--- src/rtl/a25_copro_initiator.sv ---
// Core-side master for the Amber 25 coprocessor transfer interface.
// Issues one MCR/MRC per request to the CP15 responder and returns one response.
module a25_copro_initiator #(
   parameter logic [3:0] COPRO_NUM = 4'd15
) (
   input  logic        i_clk,
   input  logic        i_reset,
   input  logic        i_core_stall,
   input  logic        i_req_valid,
   output logic        o_req_ready,
   input  logic        i_req_write,
   input  logic [3:0]  i_req_num,
   input  logic [2:0]  i_req_opcode1,
   input  logic [2:0]  i_req_opcode2,
   input  logic [3:0]  i_req_crn,
   input  logic [3:0]  i_req_crm,
   input  logic [31:0] i_req_wdata,
   output logic        o_rsp_valid,
   input  logic        i_rsp_ready,
   output logic [31:0] o_rsp_rdata,
   output logic        o_rsp_error,
   output logic [2:0]  o_copro_opcode1,
   output logic [2:0]  o_copro_opcode2,
   output logic [3:0]  o_copro_crn,
   output logic [3:0]  o_copro_crm,
   output logic [3:0]  o_copro_num,
   output logic [1:0]  o_copro_operation,
   output logic [31:0] o_copro_write_data,
   input  logic [31:0] i_copro_read_data
);

   typedef enum logic [1:0] {
      IDLE,
      ISSUE,
      CAPTURE,
      RESP
   } state_t;

   localparam logic [1:0] OP_IDLE = 2'd0;
   localparam logic [1:0] OP_MRC  = 2'd1;
   localparam logic [1:0] OP_MCR  = 2'd2;

   state_t state;
   state_t state_next;
   logic   accept;
   logic   num_match;

   assign accept    = i_req_valid & o_req_ready;
   assign num_match = (i_req_num == COPRO_NUM);

   always_ff @(posedge i_clk) begin
      if (i_reset) begin
         state <= IDLE;
      end else begin
         state <= state_next;
      end
   end

   // The ISSUE exit relies on the latched operation to tell a write from a read.
   always_comb begin
      state_next = state;
      case (state)
         IDLE: begin
            if (accept) begin
               state_next = num_match ? ISSUE : RESP;
            end
         end
         ISSUE: begin
            if (!i_core_stall) begin
               state_next = (o_copro_operation == OP_MCR) ? RESP : CAPTURE;
            end
         end
         CAPTURE: state_next = RESP;
         RESP: begin
            if (i_rsp_ready) begin
               state_next = IDLE;
            end
         end
         default: state_next = IDLE;
      endcase
   end

   always_comb begin
      o_req_ready = (state == IDLE);
      o_rsp_valid = (state == RESP);
   end

   // Bus fields stay latched after ISSUE so crn is still stable while read data is captured.
   always_ff @(posedge i_clk) begin
      if (i_reset) begin
         o_copro_opcode1    <= 3'd0;
         o_copro_opcode2    <= 3'd0;
         o_copro_crn        <= 4'd0;
         o_copro_crm        <= 4'd0;
         o_copro_num        <= 4'd0;
         o_copro_operation  <= OP_IDLE;
         o_copro_write_data <= 32'd0;
         o_rsp_rdata        <= 32'd0;
         o_rsp_error        <= 1'b0;
      end else begin
         case (state)
            IDLE: begin
               if (accept) begin
                  o_rsp_rdata <= 32'd0;
                  if (num_match) begin
                     o_rsp_error        <= 1'b0;
                     o_copro_opcode1    <= i_req_opcode1;
                     o_copro_opcode2    <= i_req_opcode2;
                     o_copro_crn        <= i_req_crn;
                     o_copro_crm        <= i_req_crm;
                     o_copro_num        <= i_req_num;
                     o_copro_write_data <= i_req_wdata;
                     o_copro_operation  <= i_req_write ? OP_MCR : OP_MRC;
                  end else begin
                     o_rsp_error <= 1'b1;
                  end
               end
            end
            ISSUE: begin
               if (!i_core_stall) begin
                  o_copro_operation <= OP_IDLE;
               end
            end
            CAPTURE: begin
               o_rsp_rdata <= i_copro_read_data;
            end
            RESP: begin
               if (i_rsp_ready) begin
                  o_rsp_rdata <= 32'd0;
                  o_rsp_error <= 1'b0;
               end
            end
            default: begin
               o_copro_operation <= OP_IDLE;
            end
         endcase
      end
   end

endmodule

--- config.mk ---
export PLATFORM = sky130hd
export DESIGN_NAME = a25_copro_initiator
export DESIGN_NICKNAME = d
export VERILOG_FILES = /design/src/rtl/a25_copro_initiator.sv
export SDC_FILE = /design/constraint.sdc
export NUM_CORES = 1
export LEC_CHECK = 0
export ABC_AREA = 1
export CAP_MARGIN = 40
export CORE_ASPECT_RATIO = 1.4
export CORE_MARGIN = 5
export CORE_UTILIZATION = 41
export CTS_CLUSTER_DIAMETER = 30
export DETAILED_ROUTE_END_ITERATION = 6
export GPL_TIMING_DRIVEN = 0
export PLACE_DENSITY = 0.82
export SLEW_MARGIN = 20
export SYNTH_ARGS = -nofsm -noshare
export SYNTH_HDL_FRONTEND = slang
export SYNTH_SLANG_ARGS = --single-unit
export TNS_END_PERCENT = 5
--- constraint.sdc ---
create_clock -name i_clk -period 2.2 [get_ports i_clk]
set_clock_uncertainty 0.1 [all_clocks]
set_input_delay 0.22 -clock i_clk [delete_from_list [all_inputs] [get_ports i_clk]]
set_output_delay 0.22 -clock i_clk [all_outputs]
set_load 0.01 [all_outputs]
# == After elaboration in Yosys (flattened, before gate mapping) ==
# Index checks and enable logic that the tools add are counted.
# classes
n_mux,18
bitwise_logic,1
n_eq_ne,9
reduce_logical,9
# ops
operator,count
$pmux W32 S3,1
$mux W32,2
$mux W2,8
$reduce_and A3 Y1,4
$pmux W2 S4,1
$eq A2 B2 Y1 const B,3
$ne A2 B1 Y1 const B,3
$eq A4 B4 Y1 const B,1
$mux W1,4
$pmux W2 S2,1
$reduce_and A4 Y1,1
$reduce_bool A2 Y1,2
$reduce_bool A3 Y1,1
$eq A2 B1 Y1 const B,1
$logic_not A2 Y1,1
$ne A2 B2 Y1 const B,1
$pmux W1 S2,1
$and A1 B1 Y1,1
# totals
register_bits,87
wordCells,47

# == Depth between registers and ports, before layout ==
# Gate-level depths: netlist of the first run.
# logic_depth
ltp_word,4
depth_mapped,9
ltp_nobuf,9

# == Least setup slack after synthesis of the first run ==
# No wires, ideal clock.
# synth_path
kind,register to register
startpoint,reg state[0]
endpoint,reg o_rsp_rdata[19]
stages_incl_launch_ff,8
arrival_time_ns,1.419
path_slack_ns,0.557
n_path_buf,1
synth_period_minus_slack_ns,1.643
t_required_ns,1.975
setup_ns,0.125
cell_sequence,dfxtp_1 -> inv_1 -> ha_1 -> nand2_2 -> nand3_4 -> buf_2 -> a21oi_1 -> nor3_2
# synth_between
elab_chain_len,4
word_cells_on_any_way,9
cone_classes,eq/ne (4); mux (1); bitwise (1); reduce/logical (3)
# synth_rtl
item,line_no,text
start: declaration,43,state_t state;
start signal: assignment,55,state <= state_next;
$logic_not A2 Y1 *,84,o_req_ready = (state == IDLE);
named net o_req_ready,10,"output logic o_req_ready,"
$and A1 B1 Y1,48,assign accept = i_req_valid & o_req_ready;
$ne A2 B1 Y1 (no source line),-,
$reduce_and A3 Y1 (no source line),-,
end signal: assignment,125,o_rsp_rdata <= i_copro_read_data;
end: declaration,20,"output logic [31:0] o_rsp_rdata,"
# The timed path passes the listed nets; every way through them passes the cells marked *.
# A chain may end at the register's enable or synchronous reset.

# == Worst setup path after layout of the first run ==
# layout_path
startpoint,reg state[1]
endpoint,out o_req_ready
# layout_between
elab_chain_len,1
# layout_rtl
item,line_no
$logic_not A2 Y1,84
end: declaration,10
# No other way between the ends.

==> results.yml, run 1 <==
layout:
  area_delta_synth_final_pct: 59.13
  final_cell_area_um2: 5929
  layout_common_cells: "clkdlybuf4s50_1 (174), nor2_1 (109), dfxtp_1 (87), inv_1 (73), nand2_1 (52)"
  nets: 764
  ratio_of_cells_with_drive_above_1_in_the_final_layout: 0.1068
  layout.area.seq_um2: 1742
  diodes: 0
  multi_input_area_um2: 1501
  num-fill-cells: 745
  final_common_cell: "clkdlybuf4s50_1"
critical_path:
  critical_path_class: "reg -> out"
  setup.worst_path.start_class: "flip-flop"
  worstPathArrival_ps: 1730
  required_ps: 1880
  crit_path_max_fanout: 6
  timing.critical_path.to_type: "primary output"
yosys:
  syn_area_per_cell_um2: 7.699
  ys_types: 25
  synth_top_area_frac: 0.4674
  ys_seq_area_frac: 0.4674
  synth.net_count: 579
  synthCells: 484
  yosysWarningCount: 0
  synth_top_cell_by_area: "dfxtp_1"
  synth.ff_latch_count: 87
  post_synth_instance_area_um2: 3726
  netlist_top_cells_area: "dfxtp_1 (47%), nor2_1 (11%), nor3_2 (7.5%), inv_1 (7.4%), o21ai_1 (5.2%)"
timing:
  period_share: 0.9326
  worst-slew-pin-transition_ps: 461.1
  hold_viol: 0
  maximum_clock_rate_mhz: 487.4
  grt_setup_unrepaired: "false"
  final.setup.tns_ps: 0
  slew_viol_final: 0
  period_minus_slack_ps: 2052
  setup_viol: 0
  max-slew-margin-rel: 0.6926
placement:
  hpwlAfterDp_um: 8601
  io_buffer_count: 174
  dpl-instance-area_um2: 5602
  gp_routability_congestion: 0.8646
clock_tree:
  postCtsSetupBuffers: 0
  cts_resized: 0
  htreeDepth: 3
  cts.path.max_buffers: 2
  cts_made_buffers: 9
  clock_latency_ps: 330
  cts_hold_buffers: 0
  clkSinkCount: 87
  clk_root_buffer_cell: "clkbuf_16"
  cts_tree: "built"
  path_clk_slew_ps: 60
power:
  peakVddDrop_v: 0.0007676
  power_density_nw_per_um2: 1140
  static_leakage_power_uw: 0.002487
routing:
  drtAntennaViolNets: 0
  route.detailed.drc: 0
  count_of_vias_placed_by_the_detailed_router: 3636
  drt_pre_antenna_iters: 4
  drt_first_iter_violations: 120
  wl_per_cell_um: 13.84
  wl_um: 10810
  detail_route.vias_per_cell: 4.656
grt:
  grt_pass1_wl_um: 17300
  first_global_vias: 3754
  grt_util_all_layers: 0.1943
  grt_antenna_before_repair: 0
  largest_net_degree_at_the_start_of_global_routing: 14
  grt_total_ovfl: 0
die:
  start_util: 0.4151
  die_w_um: 90.57
  core_region_area_um2: 8977
  core.rowCount: 41
  die_area_um2: 11120
  die_h_um: 122.8
  pin_count: 175
worst_hold_path:
  min_path_type: "reg -> reg"
run:
  max_cap_violations: 0
outcome:
  outcome: "complete, no violations"
-- worst max-delay path: stages (launching register included) --
cell and delay (ps):
dfxtp_1 340, inv_1 180, ha_2 300, clkdlybuf4s50_1 570
-- through the flow --
step / utilization / power, µW / hold WS (ps) / cells / setup WS (ps)
after floorplan: - / 3930 / 254.1 / 484 / 556.7
after global placement: 0.6240 / 5026 / 361.7 / 765 / 390.0
after detailed placement: 0.6240 / 5158 / 370.4 / 765 / 288.4
after CTS: 0.6602 / 6832 / 377.4 / 781 / 42.06
after global routing: 0.6605 / 7213 / 393.7 / 781 / 58.18
final: 0.6605 / 6759 / 382.4 / 781 / 148.4
-- routing by layer --
layer  global-route usage  wire [µm]  vias to the layer above
met3              0.07296       1116                       11
met2               0.3668       5515                      152
met5                    0          0                        -
met4              0.08380        178                        0
li1                     -          -                     1864
met1               0.1862       3996                     1609
-- power breakdown --
part	leakage (µW)	total, µW	internal (µW)	switching [µW]
Clock	0.000160	1640	1060	589
Sequential	0.000709	2120	1920	197
Combinational	0.00162	2990	1390	1600
Total	0.00249	6760	4370	2390
-- cell usage after synthesis (all sizes together) --
cell,number
or2,2
dfxtp,87
inv,74
ha,7
nor3b,1
nand4,1
clkbuf,7
nand3,5
nor3,32
and3,1
nor2,110
o21ai,47
buf,21
a21oi,36
nand2,53
-- state kept, by name (all words and copies together) (netlist names), 3 cells and up --
| register | flops |
|---|---|
| o_copro_write_data | 32 |
| o_copro_crm | 4 |
| o_copro_num | 4 |
| o_copro_opcode1 | 3 |
| o_copro_opcode2 | 3 |
| o_rsp_rdata | 32 |
| o_copro_crn | 4 |
-- final timing paths --
path	end	cells past startpoint	from	slack [ps]
worst max-delay path	o_req_ready	3	state[1]	150
worst min-delay path	o_copro_write_data[4]	2	o_copro_write_data[4]	380
worst max register to register	o_rsp_rdata[19]	7	state[0]	380
worst min register to register	o_copro_write_data[4]	2	o_copro_write_data[4]	380
-- area by class of cell --
cell class / instances / area share
multi-input combinational: 295 / 0.2532
sequential: 87 / 0.2937
tap: 107 / 0.02258
buffer: 28 / 0.03503
clock buffer: 13 / 0.04389
timing repair buffer: 174 / 0.2937
inverter: 74 / 0.04685
clock inverter: 3 / 0.01097
-- cells by family after synthesis --
family,Yosys count,synth area share
buffers and inverters,102,0.1303
and+or+nand+nor,205,0.2663
DFF,87,0.4674
adders and majority gates,7,0.02350
AOI/OAI and AO/OA,83,0.1125
No activity file was read; power rests on OpenSTA's default activity.
==> run 2, diff against run 1 <==
- CORE_UTILIZATION: 41 -> 60
- DONT_BUFFER_PORTS: default -> 1
- PLACE_DENSITY: 0.82 -> 0.78
==> run 2 against run 1 <==
- clock power decreased by 31%
- combinational power shrank 27%
- sequential power up 11%
- worst setup slack gained 94 ps
- via count down 3.5%
- power fell by 16%
- first-iteration DRC count is 6.7% higher
- cell area decreased by 19%
- final cell count is 17% lower
- largest power group is now sequential cells
==> results.yml, run 2 (synthesis results as in run 1) <==
worst_hold_path:
  hold_depth: 4
  min_from: "i_req_write"
  min_path_type: "in -> reg"
  worstHoldEndpoint: "o_copro_operation[1]"
critical_path:
  r2r_startpoint: "state[0]"
  timing.critical_path.to_type: "flip-flop"
  crit-reg2reg-capture: "o_rsp_rdata[16]"
  required_ps: 2330
  critPathSlowestCell: "dfxtp_1"
  crit_path_max_fanout: 10
  ff2ff_setup_slack_ps: 240
  worstRegToRegCells: 7
  crit_chain: "inv_1 > ha_1 > nand2_2 > nand3_4 > buf_2 > a21oi_1 > nor3_2"
  setup.worst_path.start_class: "flip-flop"
  worst_path_largest_cell_delay_ps: 470
  critical_path_class: "reg -> reg"
  worstPathArrival_ps: 2090
placement:
  gp_routability_congestion: 0.7929
  io_buffer_count: 0
  hpwlAfterDp_um: 6545
  placement.setup.worst_slack_ps: 313.8
  placed_cells: 556
die:
  start_util: 0.6083
  core.rowCount: 34
  die_h_um: 103.2
  die_area_um2: 7908
  pin_count: 175
  core_region_area_um2: 6126
  die_w_um: 76.60
clock_tree:
  path_clk_slew_ps: 90
  clock_latency_ps: 350
  postCtsSetupBuffers: 0
  cts_made_buffers: 9
  cts.path.max_buffers: 2
  clkSinkCount: 87
  htreeDepth: 3
  clk_root_buffer_cell: "clkbuf_8"
  cts_tree: "built"
timing:
  hold_viol: 0
  layout_setup_ws_ps: 242.5
  slew_viol_final: 0
  worst-slew-pin-transition_ps: 466.2
  maximum_clock_rate_mhz: 510.9
  max-slew-margin-rel: 0.6892
  setup_viol: 0
  period_share: 0.8898
  grt_setup_unrepaired: "false"
  final.setup.tns_ps: 0
  period_minus_slack_ps: 1957
routing:
  drt_pre_antenna_iters: 5
  route.detailed.drc: 0
  wl_um: 11060
  count_of_vias_placed_by_the_detailed_router: 3510
  drt_first_iter_violations: 128
  detail_route.vias_per_cell: 5.400
  drtAntennaViolNets: 0
  wl_per_cell_um: 17.02
grt:
  grt_antenna_before_repair: 0
  first_global_vias: 3615
  grt_util_all_layers: 0.2793
  largest_net_degree_at_the_start_of_global_routing: 16
  grt_pass1_wl_um: 17820
  grt_total_ovfl: 0
layout:
  ratio_of_cells_with_drive_above_1_in_the_final_layout: 0.1263
  diodes: 0
  final_common_cell: "nor2_1"
  area_delta_synth_final_pct: 28.91
  layout_common_cells: "nor2_1 (109), dfxtp_1 (87), dlygate4sd3_1 (78), inv_1 (73), nand2_1 (52)"
  nets: 668
  num-fill-cells: 376
  final_cells: 650
  reg.largest.list: "o_copro_write_data: 32 flops, o_rsp_rdata: 32 flops"
power:
  cellInternalPower_uw: 3292
  share_comb_of_total_power: 0.384
  swShare: 0.4174
  peakVddDrop_v: 0.0005770
  power_density_nw_per_um2: 1176
  static_leakage_power_uw: 0.002115
  seqPwrFrac: 0.415
  p_clk_frac: 0.201
  p_sw_uw: 2358
run:
  max_cap_violations: 0
outcome:
  outcome: "complete, no violations"
==> run 2: power by group through the flow <==
stage / clock network (µW) / logic (µW) / registers [µW]
floorplan: 0 / 1640 / 2290
global placement: 0 / 1870 / 2360
detailed placement: 0 / 1950 / 2380
CTS: 1150 / 2080 / 2340
global route: 1230 / 2440 / 2390
finish: 1130 / 2170 / 2350
==> run 2: critical path, delay by kind of cell (launching register included) <==
kind | cells | cell delay (ps)
flops | 1 | 470
buf+inv | 2 | 360
simple gates | 3 | 360
fa+ha+maj | 1 | 340
compound gates | 1 | 220
==> run 2: metrics by stage <==
stage | hold WS (ps) | instance area, µm² | total power [µW] | util
finish | 16.69 | 4803 | 5650 | 0.7841
global route | 46.99 | 4803 | 6063 | 0.7841
CTS | 1.607 | 4803 | 5575 | 0.7841
detailed placement | 274.2 | 3816 | 4328 | 0.6230
global placement | 266.5 | 3816 | 4233 | 0.6230
floorplan | 254.1 | 3726 | 3930 | -
==> run 2: routing by layer <==
metal / GRT usage / share of wire / up-vias / wire length (µm)
li1: - / - / 1667 / -
met4: 0.09421 / 0.018 / 0 / 201
met3: 0.1101 / 0.095 / 22 / 1050
met2: 0.5231 / 0.54 / 188 / 5920
met5: 0 / 0 / - / 0
met1: 0.2838 / 0.35 / 1633 / 3887
==> run 2: layout make-up <==
type	count	area [µm²]	share of cell area
Buffer	28	207.7	0.04324
Clock buffer	10	137.6	0.02865
Clock inverter	6	68.82	0.01433
Inverter	74	277.8	0.05783
Multi-Input combinational cell	295	1499	0.3121
Sequential cell	87	1742	0.3626
Tap cell	72	90.09	0.01875
Timing Repair Buffer	78	780.7	0.1625
==> run 2: how the worst max path moves through the flow <==
stage	start	to	slack [ps]
2_1_floorplan	state[0]	o_rsp_rdata[19]	560
3_3_place_gp	state[0]	o_rsp_rdata[10]	360
3_5_place_dp	state[0]	o_rsp_rdata[13]	310
4_1_cts	state[0]	o_rsp_rdata[13]	300
5_1_grt	state[0]	o_rsp_rdata[16]	130
6_report	state[0]	o_rsp_rdata[16]	240
==> run 2: timing repair <==
item | CTS | global route
hold buffers | 78 | 0
resized for setup | 0 | 0
hold endpoints to repair | 78 | 0
endpoints found under the setup margin | 0 | 0
